**src/rtl/vector_stream_controller.sv**
```systemverilog
// Streams element pairs into packed vectors, runs one multiplier transaction,
// then streams the packed products back out one element per handshake.
module vector_stream_controller #(
    parameter int VECTOR_SIZE    = 8,
    parameter int DATA_WIDTH     = 16,
    parameter int TIMEOUT_CYCLES = 1024
) (
    input  logic                              clk,
    input  logic                              rst_n,
    input  logic                              in_valid,
    output logic                              in_ready,
    input  logic [DATA_WIDTH-1:0]             in_a,
    input  logic [DATA_WIDTH-1:0]             in_b,
    output logic                              mul_start,
    output logic [DATA_WIDTH*VECTOR_SIZE-1:0] mul_vector_a,
    output logic [DATA_WIDTH*VECTOR_SIZE-1:0] mul_vector_b,
    input  logic [DATA_WIDTH*VECTOR_SIZE-1:0] mul_result,
    input  logic                              mul_done,
    output logic                              out_valid,
    input  logic                              out_ready,
    output logic [DATA_WIDTH-1:0]             out_data,
    output logic                              out_last,
    output logic                              busy,
    output logic                              timeout
);

    localparam int IW = $clog2(VECTOR_SIZE);
    localparam int VW = DATA_WIDTH * VECTOR_SIZE;
    localparam int CW = 32;
    localparam logic [IW-1:0] LAST_IDX = IW'(VECTOR_SIZE - 1);

    typedef enum logic [1:0] {
        S_LOAD  = 2'd0,
        S_START = 2'd1,
        S_WAIT  = 2'd2,
        S_DRAIN = 2'd3
    } state_t;

    state_t          state;
    state_t          state_next;
    logic [IW-1:0]   idx;
    logic [CW-1:0]   tcount;
    logic [CW-1:0]   tcount_inc;
    logic [VW-1:0]   vec_a;
    logic [VW-1:0]   vec_b;
    logic [VW-1:0]   result;
    logic            timeout_flag;
    logic            in_fire;
    logic            out_fire;
    logic            idx_last;
    logic            timeout_hit;

    // Handshakes only ever complete in their own state, so inputs elsewhere are ignored.
    assign in_fire     = in_valid && (state == S_LOAD);
    assign out_fire    = out_ready && (state == S_DRAIN);
    assign idx_last    = (idx == LAST_IDX);
    assign tcount_inc  = tcount + 32'd1;
    assign timeout_hit = (TIMEOUT_CYCLES != 0) && (tcount_inc == CW'(TIMEOUT_CYCLES));

    always_ff @(posedge clk) begin
        if (!rst_n) begin
            state <= S_LOAD;
        end else begin
            state <= state_next;
        end
    end

    always_comb begin
        state_next = state;
        case (state)
            S_LOAD:  if (in_fire && idx_last) state_next = S_START;
            S_START: state_next = S_WAIT;
            S_WAIT: begin
                if (mul_done) begin
                    state_next = S_DRAIN;
                end else if (timeout_hit) begin
                    state_next = S_LOAD;
                end
            end
            S_DRAIN: if (out_fire && idx_last) state_next = S_LOAD;
            default: state_next = S_LOAD;
        endcase
    end

    always_ff @(posedge clk) begin
        if (!rst_n) begin
            idx          <= '0;
            tcount       <= '0;
            vec_a        <= '0;
            vec_b        <= '0;
            result       <= '0;
            timeout_flag <= 1'b0;
        end else begin
            case (state)
                S_LOAD: begin
                    if (in_fire) begin
                        vec_a[idx*DATA_WIDTH +: DATA_WIDTH] <= in_a;
                        vec_b[idx*DATA_WIDTH +: DATA_WIDTH] <= in_b;
                        idx <= idx_last ? '0 : idx + 1'b1;
                    end
                end
                S_WAIT: begin
                    // A done seen on the expiry cycle still wins over the abort.
                    tcount <= tcount_inc;
                    if (mul_done) begin
                        result <= mul_result;
                        tcount <= '0;
                    end else if (timeout_hit) begin
                        timeout_flag <= 1'b1;
                        tcount       <= '0;
                    end
                end
                S_DRAIN: begin
                    if (out_fire) begin
                        idx <= idx_last ? '0 : idx + 1'b1;
                    end
                end
                default: ;
            endcase
        end
    end

    assign in_ready     = (state == S_LOAD);
    assign mul_start    = (state == S_START);
    assign mul_vector_a = vec_a;
    assign mul_vector_b = vec_b;
    assign out_valid    = (state == S_DRAIN);
    assign out_data     = (state == S_DRAIN) ? result[idx*DATA_WIDTH +: DATA_WIDTH] : '0;
    assign out_last     = (state == S_DRAIN) && idx_last;
    assign busy         = (state != S_LOAD);
    assign timeout      = timeout_flag;

endmodule

```
**config.mk**
```make
export PLATFORM = sky130hd
export DESIGN_NAME = vector_stream_controller
export DESIGN_NICKNAME = d
export VERILOG_FILES = /design/src/rtl/vector_stream_controller.sv
export SDC_FILE = /design/constraint.sdc
export NUM_CORES = 1
export LEC_CHECK = 0
export ABC_AREA = 1
export BUFFER_PORTS_ARGS = -buffer_cell sky130_fd_sc_hd__buf_2
export CORE_MARGIN = 3
export CORE_UTILIZATION = 55
export DETAILED_ROUTE_END_ITERATION = 6
export GPL_TIMING_DRIVEN = 0
export PLACE_DENSITY_LB_ADDON = 0.05
export SYNTH_ARGS = -nofsm -noshare
export SYNTH_HDL_FRONTEND = slang
export SYNTH_SLANG_ARGS = --single-unit
export TNS_END_PERCENT = 50
```
**constraint.sdc**
```tcl
create_clock -name clk -period 5.3 [get_ports clk]
set_clock_uncertainty 0.1 [all_clocks]
set_input_delay 0.795 -clock clk [delete_from_list [all_inputs] [get_ports clk]]
set_output_delay 0.795 -clock clk [all_outputs]
set_load 0.02 [all_outputs]
```
== Word-level counts from Yosys, hierarchy flattened ==
Cells that the tools add are included.
Widths: inputs -> output; s select.
Storage, ports and cells
  output and inout port bits: 278
  logic and storage cells: 52
  bits in registers: 422
  bits of input ports: 165
Operators by class
  reductions and logical operators: 13
  add/sub/neg operators: 3
  eq/ne operators: 10
  bitwise gates (word level): 1
  muxes and demuxes: 14
  shift-type cells: 4
Operators by type and width (count)
  $bwmux 128: 2
  $shiftx 16x34->128: 2
  $shift 16x34->128 const A: 1
  $shiftx 128x8->16: 1
  $mux 32: 2
  $neg 7->34: 1
  $add 32x1->32 const B: 1
  $eq 32x11->1 const B: 1
  $mux 16: 1
  $mux 3: 3
  $reduce_and 3->1: 3
  $mux 2: 4
  $ne 2x1->1 const B: 4
  $pmux 2 s4: 1
  $pmux 3 s2: 1
  $logic_and 1x1->1: 5
  $eq 2x2->1 const B: 2
  $reduce_and 2->1: 2
  $reduce_bool 2->1: 2
  $add 3x1->3 const B: 1
  $eq 3x3->1 const B: 1
  $ne 3x3->1 const B: 1
  $eq 2x1->1 const B: 1
  $logic_not 2->1: 1
  $not 1->1: 1

== Logic depth before layout (Yosys ltp) ==
  depth in word-level cells: 5
  mapped depth: 16
  mapped depth without buffers: 16

== Least setup slack after synthesis ==
No wires, ideal clock.
  path type: register -> register
  start: register idx[0]
  end: register vec_a[33] (netlist: mul_vector_a[33])
  slack: 2.555 ns
  cell stages (with the launch flop): 16
  data required time: 5.084 ns
  arrival time: 2.529 ns
  setup time: 0.116 ns
  cells stage by stage: dfxtp_1 > buf_2 > inv_2 > clkbuf_1 > clkbuf_1 > ha_1 > ha_1 > buf_2 > inv_1 > nor2_1 > nand3_1 > nor2_2 > inv_2 > clkbuf_1 > o21ai_0 > nor2_1
On the way
  cells in the longest elaborated chain, start to end: 3
Ends and longest elaborated chain
  from (decl): RTL line 41  | logic [IW-1:0] idx;
  from (signal assigned): RTL line 99  | idx <= idx_last ? '0 : idx + 1'b1;
  from (signal assigned): RTL line 115  | idx <= idx_last ? '0 : idx + 1'b1;
  $neg 7->34 (*): RTL line 97  | vec_a[idx*DATA_WIDTH +: DATA_WIDTH] <= in_a;
  $shiftx 16x34->128 or $shift 16x34->128 (tied branches): RTL line 97
  $bwmux 128 (*): RTL line 97
  to (signal, indexed assignment): RTL line 97
  to (decl): RTL line 44  | logic [VW-1:0] vec_a;
Mark *: on every way between the ends. The rest lies on a longest branch, timed or not.
A chain may end at the register's enable or synchronous reset.

== Worst setup path after layout ==
  start: register idx[0]
  end: output port out_data[8]
On the way
  cells in the longest elaborated chain, start to end: 2
Ends and longest elaborated chain
  $shiftx 128x8->16: RTL line 128  | assign out_data = (state == S_DRAIN) ? result[idx*DATA_WIDTH +: DATA_WIDTH] : '0;
  $mux 16: RTL line 128
  to (decl): RTL line 21  | output logic [DATA_WIDTH-1:0] out_data,
Every way passes these cells.

==> summary.txt <==
Worst setup path
  – Worst Setup EP: out_data[8]
  – FF-to-FF Start: idx[0]
  – Startpoint Class: register
  – Worst Path Arrival: 3050 ps
  – Critical path required time: 4410 ps
  – Setup slack, reg-to-reg: 1450 ps
  – Start point of the critical path: idx[0]
  – Crit Reg-Reg Endpoint: mul_vector_a[56]
  – Critical path type: register to output pin
  – Worst Reg-to-Reg Cells: 14
  – Crit. End Element: output pin
  – Critical Path Fanout Max: 10

Finish
  – Nets@finish: 2971
  – Area delta synth->final: 24.3%
  – Share of layout cells above drive strength 1: 19.7%
  – Layout Utilization: 69.9%
  – Final std cells w/o fill: 3223

Pwr
  – Final Power: 0.00967 W
  – Maximum vdd drop: 274 uV
  – Pwr/cell area: 462 nW/um^2
  – Lkg Pwr: 9.22 nW

Synth
  – Synth Area in Simple Gates: 22.9%
  – Multiplexer share of the synthesized area: 0%
  – Post-synth top area share: 50.1%
  – Net count of the mapped netlist: 2486
  – Synth area leader: dfxtp_1
  – Top cells by count, synth: nor2_1, o21ai_0, dfxtp_1
  – Synthesized cell area: 16900 um^2
  – Async set-reset flop share out of synthesis: 0%
  – Syn Inst Count: 2312
  – Top-count cell post-synth: nor2_1
  – Post-synth EDFFs: 0
  – Compound-Gate Fraction of Synth Area: 20.7%
  – Yosys warning total: 0
  – Synth Area per Inst: 7.29 um^2
  – Synth Register Bits: 422
  – Synth Area in Adders: 0.668%
  – Post-synth cell types: 32
  – Post-synthesis xor/xnor area fraction: 0.104%
  – Main combinational cell family by area after synthesis: simple AND/OR/NAND/NOR gates
  – Synth area leaders: dfxtp_1, nor2_1, o21ai_0, a21oi_1, nand2_1
  – Sequential fraction of the synthesis area: 50.1%
  – Most used DFF post-synth: dfxtp_1

Timing
  – Fmax: 254 MHz
  – Final setup TNS: 0 ps
  – Worst slew pin tran: 900 ps
  – Final Max Slew Viols: 0
  – Final hold vios: 0
  – Setup WS post-layout: 1360 ps
  – RSZ-0062 raised after global routing: false
  – Fin crit period: 3940 ps
  – Final setup vio count: 0
  – Slew headroom: 40.0%
  – Part of the cycle the worst path needs: 74.4%

Clock network
  – CTS resizes: 0
  – Clock transition at path regs: 60 ps
  – CTS Buffer Depth: 3
  – Root buffer cell: clkbuf_16
  – Post-CTS setup buffers: 0
  – CTS H-tree depth: 2
  – Clock latency on the worst-skew pair: 530 ps
  – TritonCTS buffer count: 42
  – Cts hold-fix bufs: 0
  – CTS Sinks: 422
  – CTS tree: built

Placed design
  – IO buf count: 441
  – Pre-CTS setup slack: 1560 ps
  – Detail Placement HPWL: 49700 um
  – GP Congestion: 0.982
  – Cells after DPL: 3143

Floorplanning
  – Row count: 63
  – DIE WIDTH: 181 um
  – Starting Density: 56.3%
  – Die area: 32800 um^2
  – Core Box Area: 30000 um^2
  – Chip height: 181 um
  – Io pins: 443

Route
  – DRT Wirelength: 64100 um
  – Avg Vias per Cell: 5.69
  – Routed wire length per instance: 19.9 um
  – DRC: 0
  – Starting DRT DRC Count: 1864
  – Vias: 18300
  – Drt first pass iters: 6
  – Final ANT Viol Nets: 0

Global routing
  – Overall routing resource usage: 37.1%
  – Initial antenna violation count: 5
  – Wire length of the first global-routing pass: 96200 um
  – GR Overflow Total: 0
  – Vias in the first global route: 17300
  – Largest net degree at the start of global routing: 15

Status
  – Status: complete, no violations

Run
  – Max-cap viol count: 0

Hold path
  – Min-delay worst type: register to register
-- registers in the layout (all words and copies together), names as in the netlist --
signal,flops
timeout,1
result,128
mul_vector_b,128
idx,3
tcount,32
mul_vector_a,128
state,2
-- worst max-delay path: stages (launching register included) --
cell and delay [ps]:
dfxtp_1 330, buf_2 270, clkbuf_1 480, clkbuf_1 520, nor2_1 100, nor2_1 110, o21ai_0 110, a31oi_1 350
buf_2 240
-- stage by stage --
step | hold WS, ps | instance area (um^2)
finish | 364 | 21000
global route | 382 | 20900
CTS | 363 | 20900
detailed placement | 353 | 19600
global placement | 350 | 19600
floorplan | 349 | 16900
-- power breakdown --
part	switching (W)	leakage (nW)	internal, W
Sequential	0.000245	3.41	0.00358
Combinational	0.00206	5.13	0.000787
Clock	0.00127	0.685	0.00173
-- layer usage --
metal  vias up  GRT usage (%)  share of wire [%]
met2      1032           58.5                 44
met4         4           18.0                5.3
li1       8592              -                  -
met3       219           7.83                 11
met1      8477           48.7                 40
met5         -              0              0.036
-- area by class of cell --
cell class | count | area (um^2)
repair buffers | 441 | 2210
inverters | 89 | 334
clock buffers | 61 | 1240
well taps | 390 | 488
diodes | 5 | 12.5
plain buffers | 159 | 606
clock inverters | 14 | 144
multi-input cells | 1642 | 7470
fillers | 2685 | 9000
flip-flops and latches | 422 | 8450
-- worst min path at each step --
stage,cells after the start,from,endpoint
global route,2,mul_vector_b[70],mul_vector_b[70]
floorplan,2,result[100],result[100]
finish,2,mul_vector_b[76],mul_vector_b[76]
CTS,2,mul_vector_b[76],mul_vector_b[76]
global placement,2,timeout,timeout
detailed placement,2,mul_vector_b[76],mul_vector_b[76]
-- logic make-up after synthesis --
| logic type | Yosys count |
|---|---|
| buffers and inverters | 248 |
| XOR/XNOR | 2 |
| AO/OA/AOI/OAI | 681 |
| flip-flops | 422 |
| adder cells (fa/ha/maj) | 9 |
| AND/OR/NAND/NOR | 950 |
-- layout by cell type (no fill, tap or decap), drive strengths merged --
master	n
a21oi	206
o22ai	16
o21bai	3
nand2	244
ha	9
nand3b	7
clkinv	10
a211oi	11
clkbuf	209
dfxtp	422
diode	5
nor3	6
a31oi	16
and2	2
xnor2	1
xor2	1
inv	89
clkinvlp	2
o21ai	429
bufinv	2
nor2	631
nand3	50
buf	452
nand4	10
No activity file was read; power rests on OpenSTA's default activity.
